==> src/rtl/netlist_misr_collector.sv <==
// Frame-based MISR signature collector for the INV/OAI222 gate-array result bus.
// Accepts frame_len words through a valid/ready input and presents one signature per frame.
module netlist_misr_collector #(
   parameter int unsigned         WIDTH = 41,
   parameter int unsigned         CNT_W = 8,
   parameter logic [WIDTH-1:0]    POLY  = 41'h9
) (
   input  logic             clk,
   input  logic             rst,
   input  logic             start,
   input  logic [CNT_W-1:0] frame_len,
   input  logic             in_valid,
   output logic             in_ready,
   input  logic [WIDTH-1:0] in_data,
   output logic             sig_valid,
   input  logic             sig_ready,
   output logic [WIDTH-1:0] sig_data,
   output logic             busy,
   output logic             err,
   input  logic             clr_err
);

   typedef enum logic [1:0] {
      IDLE,
      COLLECT,
      HOLD
   } state_t;

   localparam logic [CNT_W-1:0] CNT_ONE = CNT_W'(1);

   state_t           state, state_next;
   logic [WIDTH-1:0] misr, misr_next;
   logic [CNT_W-1:0] count;
   logic             accept, start_ok, last_word, err_set;

   assign accept    = in_valid && in_ready;
   assign start_ok  = start && (state == IDLE) && (frame_len != '0);
   assign last_word = accept && (count == CNT_ONE);
   // A start is a protocol error unless it launches a frame from IDLE.
   assign err_set   = start && !start_ok;
   assign misr_next = {misr[WIDTH-2:0], 1'b0} ^ (misr[WIDTH-1] ? POLY : '0) ^ in_data;

   always_ff @(posedge clk or posedge rst) begin
      if (rst) begin
         state <= IDLE;
      end else begin
         state <= state_next;
      end
   end

   always_comb begin
      state_next = state;
      unique case (state)
         IDLE:    if (start_ok) state_next = COLLECT;
         COLLECT: if (last_word) state_next = HOLD;
         HOLD:    if (sig_ready) state_next = IDLE;
         default: state_next = IDLE;
      endcase
   end

   always_comb begin
      in_ready = (state == COLLECT);
      busy     = (state != IDLE);
   end

   always_ff @(posedge clk or posedge rst) begin
      if (rst) begin
         misr      <= '0;
         count     <= '0;
         sig_data  <= '0;
         sig_valid <= 1'b0;
         err       <= 1'b0;
      end else begin
         if (start_ok) begin
            misr  <= '0;
            count <= frame_len;
         end else if (accept) begin
            misr  <= misr_next;
            count <= count - CNT_ONE;
         end
         if (last_word) begin
            sig_data <= misr_next;
         end
         sig_valid <= (state_next == HOLD);
         if (err_set) begin
            err <= 1'b1;
         end else if (clr_err) begin
            err <= 1'b0;
         end
      end
   end

endmodule

==> config.mk <==
export PLATFORM = sky130hd
export DESIGN_NAME = netlist_misr_collector
export DESIGN_NICKNAME = d
export VERILOG_FILES = /design/src/rtl/netlist_misr_collector.sv
export SDC_FILE = /design/constraint.sdc
export NUM_CORES = 1
export LEC_CHECK = 0
export CORE_UTILIZATION = 36
export CTS_CLUSTER_SIZE = 25
export DETAILED_ROUTE_END_ITERATION = 16
export SYNTH_ARGS = -nofsm -noshare
export SYNTH_HDL_FRONTEND = slang
export SYNTH_SLANG_ARGS = --single-unit
==> constraint.sdc <==
create_clock -name clk -period 3.8 [get_ports clk]
set_input_delay 0.76 -clock clk [delete_from_list [all_inputs] [get_ports clk]]
set_output_delay 0.76 -clock clk [all_outputs]
set_load 0.02 [all_outputs]
After elaboration in Yosys (flattened, before gate mapping)
Index checks and enable logic that the tools add are counted.
Widths: inputs -> output; s select.
Operators by class
  muxes and demuxes: 11
  add/subtract/negate cells: 1
  reductions and logical operators: 11
  bitwise operators: 2
  eq/ne operators: 4
Operators by type and width (count)
  $mux 41: 2
  $xor 41x4->41: 1
  $xor 41x41->41: 1
  $mux 8: 2
  $eq 8x1->1 const B: 1
  $reduce_bool 8->1: 1
  $sub 8x1->8 const B: 1
  $mux 2: 3
  $pmux 2 s3: 1
  $reduce_bool 2->1: 3
  $logic_and 1x1->1: 5
  $eq 2x2->1 const B: 2
  $mux 4: 1
  $eq 2x1->1 const B: 1
  $logic_not 2->1: 1
  $mux 1: 2
  $logic_not 1->1: 1
Storage, ports and cells
  bits in registers: 94
  logic and storage cells: 35
  output and inout bits: 45
  input port bits: 55

Longest topological paths before layout
  depth after elaboration: 6
  depth in mapped cells: 8
  gate-level depth less buffers: 6

Worst setup path after synthesis
Ideal clock, no wire load.
  path type: input -> register
  start: in frame_len[4]
  end: reg count[0]
  required time: 3677 ps
  arrival time: 1983 ps
  library setup time: 123 ps
  stages: 5
  path buffers: 1
  path slack: 1694 ps
  path through: or4_1 > o21a_1 > nor2_4 > buf_4 > a21oi_1
On the way
  cells in the longest elaborated chain, start to end: 3
  elaborated cells between the ends (all ways): 4
  classes of those cells: 1 x mux; 3 x reduce/logical
Ends and longest elaborated chain
  from (decl): line 11  | input logic [CNT_W-1:0] frame_len,
  $reduce_bool 8->1 *: line 37  | assign start_ok = start && (state == IDLE) && (frame_len != '0);
  $logic_and 1x1->1 *: line 37
  $mux 8 / $reduce_bool 2->1 (equally long branches)
  to (signal assigned): line 76  | count <= frame_len;
  to (signal assigned): line 79  | count <= count - CNT_ONE;
  to (decl): line 33  | logic [CNT_W-1:0] count;
Mark *: on every way between the ends. The rest lies on a longest branch, timed or not.
A chain may end at the register's enable or synchronous reset.

Worst setup path in the final report
  start: reg state[0]
  end: out busy
On the way
  cells in the longest elaborated chain, start to end: 1
Ends and longest elaborated chain
  from (decl): line 31  | state_t state, state_next;
  from (signal assigned): line 47  | state <= state_next;
  $reduce_bool 2->1: line 63  | busy = (state != IDLE);
  to (decl): line 18  | output logic busy,
No other way between the ends.

==> impl_metrics.prom <==
# TYPE chip_impl_metric gauge
chip_impl_metric{name="nets",unit=""} 489
chip_impl_metric{name="first_global_vias",unit=""} 2838
chip_impl_metric{name="globalRoute.totalOverflow",unit=""} 0
chip_impl_metric{name="tightest_slew",unit="ns"} 0.9283
chip_impl_metric{name="filler_cell_count",unit=""} 1035
chip_impl_metric{name="stdcell_area",unit="sq um"} 5285
chip_impl_metric{name="clock_tree.buffer_depth",unit=""} 2
chip_impl_metric{name="timing.critical_path.required",unit="ns"} 3.04
chip_impl_info{name="ys.flop_type",value="dfrtp_1"} 1
chip_impl_metric{name="fraction_of_synthesis_flops_using_an_asynchronous_set_or_reset_pin",unit="%"} 100.0
chip_impl_metric{name="grt_max_degree",unit=""} 86
chip_impl_metric{name="maxClockFrequency",unit="MHz"} 404.3
chip_impl_metric{name="synthesis.area",unit="sq um"} 4021
chip_impl_info{name="grt_setup_unrepaired",value="false"} 1
chip_impl_metric{name="core-area",unit="sq um"} 10840
chip_impl_metric{name="cts.sink_count",unit=""} 94
chip_impl_metric{name="design_power_total",unit="W"} 0.003984
chip_impl_metric{name="total_leakage_power",unit="nW"} 2.168
chip_impl_metric{name="holdWs",unit="ns"} 0.4786
chip_impl_info{name="setup.worst_path.start_class",value="register"} 1
chip_impl_metric{name="fp.dieArea",unit="sq um"} 11600
chip_impl_metric{name="cts-buffers-inserted",unit=""} 9
chip_impl_info{name="worstSetupPathType",value="reg -> out"} 1
chip_impl_metric{name="syn-instance-count",unit=""} 339
chip_impl_metric{name="hold_viol_final",unit=""} 0
chip_impl_metric{name="initial_core_util",unit="%"} 37.10
chip_impl_metric{name="layout_worst_path_cycle_share",unit="%"} 65.10
chip_impl_metric{name="drt_iter0_drcs",unit=""} 67
chip_impl_metric{name="viasPerCell",unit=""} 4.878
chip_impl_metric{name="synth-edff-count",unit=""} 0
chip_impl_metric{name="post_cts_hold_buffer_count",unit=""} 0
chip_impl_metric{name="fp.dieH",unit="um"} 107.7
chip_impl_metric{name="totalWireLength",unit="um"} 8348
chip_impl_metric{name="synth_nets",unit=""} 396
chip_impl_metric{name="setup_violations",unit=""} 0
chip_impl_metric{name="post-route-min-period",unit="ns"} 2.474
chip_impl_metric{name="cell_area_power_density",unit="nW/um^2"} 753.8
chip_impl_info{name="cts_root_buffer",value="clkbuf_8"} 1
chip_impl_metric{name="post_route_cells_drive_above_1_share",unit="%"} 8.257
chip_impl_metric{name="pin_count",unit=""} 100
chip_impl_info{name="cts_tree",value="done"} 1
chip_impl_metric{name="antenna_cells_inserted",unit=""} 0
chip_impl_metric{name="gpl.final_weighted_congestion",unit=""} 0.7921
chip_impl_metric{name="synth_warnings",unit=""} 0
chip_impl_metric{name="die_w",unit="um"} 107.7
chip_impl_metric{name="clkSlewWorstSetupHoldPaths",unit="ns"} 0.09
chip_impl_metric{name="dp_hpwl",unit="um"} 5538
chip_impl_metric{name="synth_area_per_cell",unit="sq um"} 11.86
chip_impl_metric{name="placement.cell_area",unit="sq um"} 5092
chip_impl_info{name="outcome",value="finished, final reports clean"} 1
chip_impl_metric{name="ctsHtreeMaxLevel",unit=""} 3
chip_impl_info{name="layout_common_cells",value="99 x clkdlybuf4s50_1, 94 x dfrtp_1, 46 x nand2_1, 42 x xnor2_1, 41 x o2bb2ai_1"} 1
chip_impl_metric{name="final-max-slew-violation-count",unit=""} 0
chip_impl_metric{name="finalClockSkew",unit="ns"} 0.009432
chip_impl_metric{name="drcViolationCount",unit=""} 0
chip_impl_metric{name="place.port_buffers",unit=""} 99
chip_impl_metric{name="largest_fanout_of_any_net_on_the_critical_path",unit=""} 9
chip_impl_metric{name="synth.ff_latch_count",unit=""} 94
chip_impl_metric{name="syn2layout_area_growth",unit="%"} 31.43
chip_impl_metric{name="synth.distinct_cells",unit=""} 40
chip_impl_metric{name="max_capacitance_violation_total",unit=""} 0
chip_impl_metric{name="worstSkewPairLatency",unit="ns"} 0.35
chip_impl_info{name="holdCritPathClass",value="reg -> reg"} 1
chip_impl_metric{name="via_count",unit=""} 2810
chip_impl_metric{name="resized_after_cts",unit=""} 0
chip_impl_metric{name="wire_length_of_the_first_global_routing_pass",unit="um"} 13890
chip_impl_info{name="worstSetupEndpointType",value="output pin"} 1
chip_impl_metric{name="residual_antenna_violating_net_count_after_detailed_routing",unit=""} 0
chip_impl_metric{name="antenna_found_initial",unit=""} 0
chip_impl_metric{name="max-slew-margin-rel",unit="%"} 38.11
chip_impl_metric{name="cts_post_setup_buffers_inserted",unit=""} 0
chip_impl_metric{name="cp.arrival",unit="ns"} 1.71
chip_impl_info{name="final_common_cell",value="clkdlybuf4s50_1"} 1
chip_impl_metric{name="synth_sequential_area_ratio",unit="%"} 58.49
chip_impl_metric{name="drt_first_pass_iters",unit=""} 4
chip_impl_metric{name="routed_wire_length_per_instance",unit="um"} 14.49
chip_impl_metric{name="globalRouteTotalUtil",unit="%"} 15.64
chip_impl_metric{name="num_rows",unit=""} 38
chip_impl_metric{name="fin_tns_setup",unit="ns"} 0
chip_impl_metric{name="max-vdd-ir-drop",unit="V"} 0.0002742
-- Yosys cell counts, drive strengths merged (3+ instances only) --
master	n	area share, %
a21oi	5	0.62
a221o	4	1.0
buf	11	2.6
clkbuf	10	0.93
dfrtp	94	58
inv	4	0.37
nand2	46	4.3
nor2	4	0.56
o21ai	48	7.1
o2bb2ai	41	8.9
or4	3	0.56
xnor2	42	9.1
-- path summary, 6_finish.rpt --
| path | start | end | slack, ns | cells past startpoint |
|---|---|---|---|---|
| max | state[0]$_DFF_PP0_ | busy | 1.33 | 2 |
| min | sig_data[11]$_DFFE_PP0P_ | sig_data[11]$_DFFE_PP0P_ | 0.48 | 2 |
| max reg2reg | count[1]$_DFFE_PP0P_ | sig_data[14]$_DFFE_PP0P_ | 1.61 | 6 |
| min reg2reg | sig_data[11]$_DFFE_PP0P_ | sig_data[11]$_DFFE_PP0P_ | 0.48 | 2 |
| max in group asynchronous | rst | misr[10]$_DFFE_PP0P_ | 2.35 | 3 |
| min in group asynchronous | rst | sig_data[23]$_DFFE_PP0P_ | 0.76 | 2 |
-- per-stage QoR --
stage,std cells,util (%),setup slack [ns]
floorplan,339,-,0.5913
global placement,561,46.98,1.094
detailed placement,561,46.98,1.052
CTS,576,48.75,1.300
global route,576,48.75,1.255
finish,576,48.75,1.326
-- report_power, final --
part	internal (W)	switching, W	total (W)
Sequential	0.00141	0.000284	0.00169
Clock	0.000305	0.000359	0.000665
Combinational	0.000795	0.000834	0.00163
Total	0.00251	0.00148	0.00398
-- state kept, by name, summed over array words and instances (netlist names) --
| signal | count |
|---|---|
| misr | 41 |
| state | 2 |
| sig_data | 41 |
| sig_valid | 1 |
| count | 8 |
| err | 1 |
-- layer usage --
metal | track usage, % | share of wire (%) | up-vias
li1 | - | - | 1393
met1 | 20.94 | 47 | 1350
met2 | 24.40 | 47 | 59
met3 | 3.692 | 4.8 | 8
met4 | 6.164 | 1.2 | 0
met5 | 0 | 0 | -
-- final cells by class --
type / count / area, sq um / area share, %
Sequential cell: 94 / 2352 / 44.51
Multi-Input combinational cell: 220 / 1514 / 28.65
Timing Repair Buffer: 103 / 1033 / 19.55
Tap cell: 140 / 175.2 / 3.314
Clock buffer: 9 / 123.9 / 2.344
Clock inverter: 6 / 68.82 / 1.302
Inverter: 4 / 17.52 / 0.3314
-- worst max-delay path: stages (launching register included) --
cell             delay, ns
dfrtp_1               0.49
or2_2                 0.33
clkdlybuf4s50_1       0.53
-- cell families after synthesis --
group                    Yosys count  synth area share [%]
AO/OA/AOI/OAI                    105                 18.98
flip-flops                        94                 58.49
AND/OR/NAND/NOR                   69                 8.432
XOR/XNOR                          43                 9.365
buffers and inverters             25                 3.858
adder cells (fa/ha/maj)            2                0.6222
multiplexers                       1                0.2489
No activity file was read; power rests on OpenSTA's default activity.
